--- src/rtl/paddsb_seq.sv ---
// Lane-serial packed saturating add/subtract: one LANE_W-bit lane per cycle through a shared adder.
// Optional sticky saturation flags are enabled with `define PADDSB_SEQ_STICKY_EN.
module paddsb_seq #(
  parameter int LANE_W = 4,
  parameter int LANES  = 4
) (
  input  logic                     clk,
  input  logic                     rst,
  input  logic                     start,
  input  logic                     op,
  input  logic [LANE_W*LANES-1:0]  a,
  input  logic [LANE_W*LANES-1:0]  b,
  output logic [LANE_W*LANES-1:0]  sum,
  output logic [LANES-1:0]         sat_mask,
  output logic                     busy,
  output logic                     done
`ifdef PADDSB_SEQ_STICKY_EN
  ,
  input  logic                     sticky_clr,
  output logic [LANES-1:0]         sat_sticky
`endif
);

  localparam int DW    = LANE_W * LANES;
  localparam int IDX_W = (LANES > 1) ? $clog2(LANES) : 1;

  typedef enum logic [1:0] {
    S_IDLE = 2'd0,
    S_RUN  = 2'd1,
    S_DONE = 2'd2
  } state_t;

  state_t             r_state;
  state_t             w_state_next;
  logic [DW-1:0]      r_a;
  logic [DW-1:0]      r_b;
  logic               r_op;
  logic [IDX_W-1:0]   r_idx;
  logic [DW-1:0]      r_work;
  logic [LANES-1:0]   r_wmask;
  logic [DW-1:0]      r_sum;
  logic [LANES-1:0]   r_mask;

  logic               w_accept;
  logic               w_last;
  logic [LANE_W-1:0]  w_a_lane;
  logic [LANE_W-1:0]  w_b_lane;
  logic [LANE_W:0]    w_x;
  logic [LANE_W:0]    w_y;
  logic [LANE_W:0]    w_r;
  logic               w_ovf_pos;
  logic               w_ovf_neg;
  logic [LANE_W-1:0]  w_lane;
  logic [DW-1:0]      w_work_next;
  logic [LANES-1:0]   w_wmask_next;

  // start is honoured only when the unit is idle or just finishing.
  assign w_accept = start && ((r_state == S_IDLE) || (r_state == S_DONE));
  assign w_last   = (r_state == S_RUN) && (r_idx == IDX_W'(LANES - 1));

  // Shared lane adder in LANE_W+1 bits; subtract is x + ~y + 1 so b = min is exact.
  assign w_a_lane  = r_a[r_idx*LANE_W +: LANE_W];
  assign w_b_lane  = r_b[r_idx*LANE_W +: LANE_W];
  assign w_x       = {w_a_lane[LANE_W-1], w_a_lane};
  assign w_y       = r_op ? ~{w_b_lane[LANE_W-1], w_b_lane} : {w_b_lane[LANE_W-1], w_b_lane};
  assign w_r       = w_x + w_y + {{LANE_W{1'b0}}, r_op};
  assign w_ovf_pos = ~w_r[LANE_W] &  w_r[LANE_W-1];
  assign w_ovf_neg =  w_r[LANE_W] & ~w_r[LANE_W-1];

  // NOTE: every signal assigned in always_comb gets a default first, so no latch is inferred.
  always_comb begin
    w_lane = w_r[LANE_W-1:0];
    if (w_ovf_pos)
      w_lane = {1'b0, {(LANE_W-1){1'b1}}};
    else if (w_ovf_neg)
      w_lane = {1'b1, {(LANE_W-1){1'b0}}};
  end

  always_comb begin
    w_work_next                        = r_work;
    w_work_next[r_idx*LANE_W +: LANE_W] = w_lane;
    w_wmask_next                       = r_wmask;
    w_wmask_next[r_idx]                = w_ovf_pos | w_ovf_neg;
  end

  always_comb begin
    w_state_next = r_state;
    case (r_state)
      S_IDLE:  if (start) w_state_next = S_RUN;
      S_RUN:   if (w_last) w_state_next = S_DONE;
      S_DONE:  w_state_next = start ? S_RUN : S_IDLE;
      default: w_state_next = S_IDLE;
    endcase
  end

  // NOTE: sequential state uses non-blocking assignments so every register samples pre-edge values.
  always_ff @(posedge clk) begin
    if (rst)
      r_state <= S_IDLE;
    else
      r_state <= w_state_next;
  end

  always_ff @(posedge clk) begin
    if (rst) begin
      r_a     <= '0;
      r_b     <= '0;
      r_op    <= 1'b0;
      r_idx   <= '0;
      r_work  <= '0;
      r_wmask <= '0;
      r_sum   <= '0;
      r_mask  <= '0;
    end else begin
      if (w_accept) begin
        r_a     <= a;
        r_b     <= b;
        r_op    <= op;
        r_idx   <= '0;
        r_work  <= '0;
        r_wmask <= '0;
      end else if (r_state == S_RUN) begin
        r_work  <= w_work_next;
        r_wmask <= w_wmask_next;
        if (!w_last)
          r_idx <= r_idx + IDX_W'(1);
      end
      // Results only move on completion, so sum/sat_mask are stable throughout RUN.
      if (w_last) begin
        r_sum  <= w_work_next;
        r_mask <= w_wmask_next;
      end
    end
  end

`ifdef PADDSB_SEQ_STICKY_EN
  logic [LANES-1:0] r_sticky;

  // A clear coinciding with completion keeps only the new mask: clear first, then OR.
  always_ff @(posedge clk) begin
    if (rst)
      r_sticky <= '0;
    else if (w_last)
      r_sticky <= (sticky_clr ? '0 : r_sticky) | w_wmask_next;
    else if (sticky_clr)
      r_sticky <= '0;
  end

  assign sat_sticky = r_sticky;
`endif

  assign sum      = r_sum;
  assign sat_mask = r_mask;
  assign busy     = (r_state == S_RUN);
  assign done     = (r_state == S_DONE);

endmodule

--- config.mk ---
export PLATFORM = sky130hd
export DESIGN_NAME = paddsb_seq
export DESIGN_NICKNAME = d
export VERILOG_FILES = /design/src/rtl/paddsb_seq.sv
export SDC_FILE = /design/constraint.sdc
export NUM_CORES = 1
export LEC_CHECK = 0
export ABC_AREA = 1
export BUFFER_PORTS_ARGS = -buffer_cell sky130_fd_sc_hd__clkbuf_2
export CORE_ASPECT_RATIO = 2
export CORE_UTILIZATION = 61
export CTS_CLUSTER_SIZE = 16
export DETAILED_ROUTE_END_ITERATION = 7
export PLACE_DENSITY = 0.95
export SLEW_MARGIN = 20
export SYNTH_ARGS = -nofsm -noshare
export SYNTH_HDL_FRONTEND = slang
export SYNTH_SLANG_ARGS = --single-unit
--- constraint.sdc ---
create_clock -name clk -period 5.4 [get_ports clk]
set_input_delay 0.27 -clock clk [delete_from_list [all_inputs] [get_ports clk]]
set_output_delay 0.27 -clock clk [all_outputs]
set_load 0.05 [all_outputs]
==> impl_metrics.tcl <==
set metrics [dict create \
    via_per_inst 5.580 \
    port_buffers 57 \
    crit_fanout 27 \
    core_um2 5709 \
    p_leak_uw 0.002096 \
    syn_nets 554 \
    wl_per_cell_um 14.16 \
    timing.final.ws_setup_ns 1.376 \
    syn_area_per_cell_um2 7.198 \
    required_ns 5.69 \
    slew_headroom_pct 34.08 \
    hold_path.class "primary input to register" \
    ios 58 \
    drt_iter0_markers 147 \
    ys_warn_count 0 \
    grt_overflow_total 0 \
    post-place-ws_ns 1.404 \
    path_class "register to register" \
    synth_largest_area_cell "dfxtp_1" \
    antenna_cells 0 \
    h-tree-depth 3 \
    status "finished, final reports clean" \
    start_kind "register" \
    yosysMostFrequentCell "nor2_1" \
    worst-slew-pin-transition_ns 0.9875 \
    ctsHoldBuffers 0 \
    cts_tree "done" \
    cts_max_path_buffers 2 \
    synthArstFlopShare_pct 0 \
    die_x_um 56.64 \
    layout-area-overhead-vs-synth_pct 14.46 \
    gp_congestion 0.8996 \
    insertion_delay_ns 0.34 \
    grt_usage_pct 30.10 \
    initial_utilization_pct 63.80 \
    numCtsBuffers 9 \
    cts_root_buffer "clkbuf_16" \
    yosysUniqueCellTypes 33 \
    layout_worst_path_cycle_share_pct 74.52 \
    synth_area_um2 3642 \
    finalWirelength_um 8725 \
    finalClockSkew_ns 0.005183 \
    post_cts_buffers 0 \
    dieHeight_um 111.3 \
    dominantRegCellSynth "dfxtp_1" \
    finalSetupViolations 0 \
    grt_max_degree 54 \
    synth_top_area_share_pct 41.77 \
    vdd_ir_drop_max_mv 0.3237 \
    ctsResizeCount 0 \
    slew_viol_final 0 \
    cts_sinks 76 \
    grt_pass1_wl_um 14680 \
    utilization_pct 73.02 \
    powerDensity_nw_per_um2 360.5 \
    fmax_mhz 248.5 \
    die_area_um2 6303 \
    drive_above_1_share_pct 17.84 \
    first_global_vias 3339 \
    synth-edff-count 0 \
    max_cap_violations 0 \
    place_hpwl_um 6211 \
    clk_pin_slew_ns 0.06 \
    vias 3437 \
    grt_setup_unrepaired "false" \
    yosysSeqAreaShare_pct 41.77 \
    synth_common_cells "84 x nor2_1, 78 x o21ai_0, 76 x dfxtp_1" \
    final.min_clock_period_ns 4.024 \
    antenna_found_initial 0 \
    synth_cells 506 \
    rows 39 \
    drcViolationCount 0 \
    fin_nets 598 \
    synth.area.top_cells "dfxtp_1 42%, o21ai_0 11%, nor2_1 8.7%" \
    tns_ns 0 \
    end_kind "register" \
    firstDrtPassIters 4 \
    final_antenna_net_count 0 \
    arrival_ns 4.31 \
    synth-seq-cells 76 \
    hold_viol_final 0 \
]
cell usage in the layout, fill, tap and decap left out, drive strengths merged, types with 2 or more instances in the layout:
master,n
nor2,86
nand2,59
o21bai,12
xor2,4
a21oi,25
dfxtp,76
clkbuf,71
o21ai,94
o22ai,8
o21a,3
nand3,17
nand4,3
ha,11
inv,78
nor3,2
power by group:
| group | internal (uW) | switching [uW] |
|---|---|---|
| sequential | 593 | 23.3 |
| combinational | 103 | 205 |
| clock | 358 | 221 |
| total | 1050 | 449 |
layout make-up:
cell class / count / area, um2
clock inverters: 2 / 35.03
clock buffers: 14 / 244.0
multi-input cells: 328 / 1714
flip-flops and latches: 76 / 1521
repair buffers: 57 / 285.3
fillers: 448 / 1540
inverters: 78 / 292.8
well taps: 61 / 76.32
sequential cells by signal (all words and copies together), names as in the netlist:
register / count
r_a: 16
r_b: 16
r_idx: 2
r_op: 1
r_state: 2
r_wmask: 3
r_work: 16
sat_mask: 4
sum: 16
path summary, 6_finish.rpt:
path	startpoint	to	slack [ns]	cells past startpoint
setup / recovery	r_idx[0]	r_work[6]	1.38	20
setup reg to reg	r_idx[0]	r_work[6]	1.38	20
hold reg to reg	r_b[6]	r_b[6]	0.48	2
hold / removal	rst	r_state[0]	0.16	2
critical path, cell delays in order (launching register included):
cell and delay [ns]:
dfxtp_1 0.97, inv_2 0.41, nand2_1 0.19, nand2_1 0.10, nand2_1 0.10, nand2_2 0.08
nand2_2 0.07, o21ai_2 0.08, fa_1 0.42, o21ai_1 0.17, o21ai_1 0.13, ha_1 0.23
inv_1 0.08, o21ai_0 0.07, o21ai_0 0.21, nand2_1 0.11, nor2_1 0.14, nand2_1 0.09
o21ai_0 0.12, o21ai_0 0.13, inv_1 0.07
metal layers:
| metal | track usage (%) | up-vias | share of wire, % |
|---|---|---|---|
| met5 | 0 | - | 0 |
| met4 | 19.35 | 0 | 5.6 |
| met2 | 55.22 | 96 | 57 |
| met1 | 28.82 | 1589 | 34 |
| met3 | 6.418 | 39 | 3.8 |
| li1 | - | 1713 | - |
metrics by stage:
stage | cells | hold WS (ns) | total power [uW] | cell area, um2
4_1_cts | 616 | 0.1390 | 1499 | 4169
3_5_place_dp | 600 | 0.4648 | 929.9 | 3890
2_1_floorplan | 506 | 0.3391 | 851.9 | 3642
6_report | 616 | 0.1558 | 1503 | 4169
5_1_grt | 616 | 0.1604 | 1573 | 4169
3_3_place_gp | 600 | 0.4609 | 913.2 | 3890
cell families (layout without fill, tap and decap cells):
kind of cell             count (synthesis)  in the layout  share of synthesized area, %
adder cells (fa/ha/maj)                 12             12                         4.328
XOR/XNOR                                 4              4                        0.9618
AND/OR/NAND/NOR                        168            168                         20.03
AO/OA/AOI/OAI                          144            144                         21.75
buffers and inverters                  102            151                         11.16
flip-flops                              76             76                         41.77
Note: power is estimated with default switching activity, not from simulation.
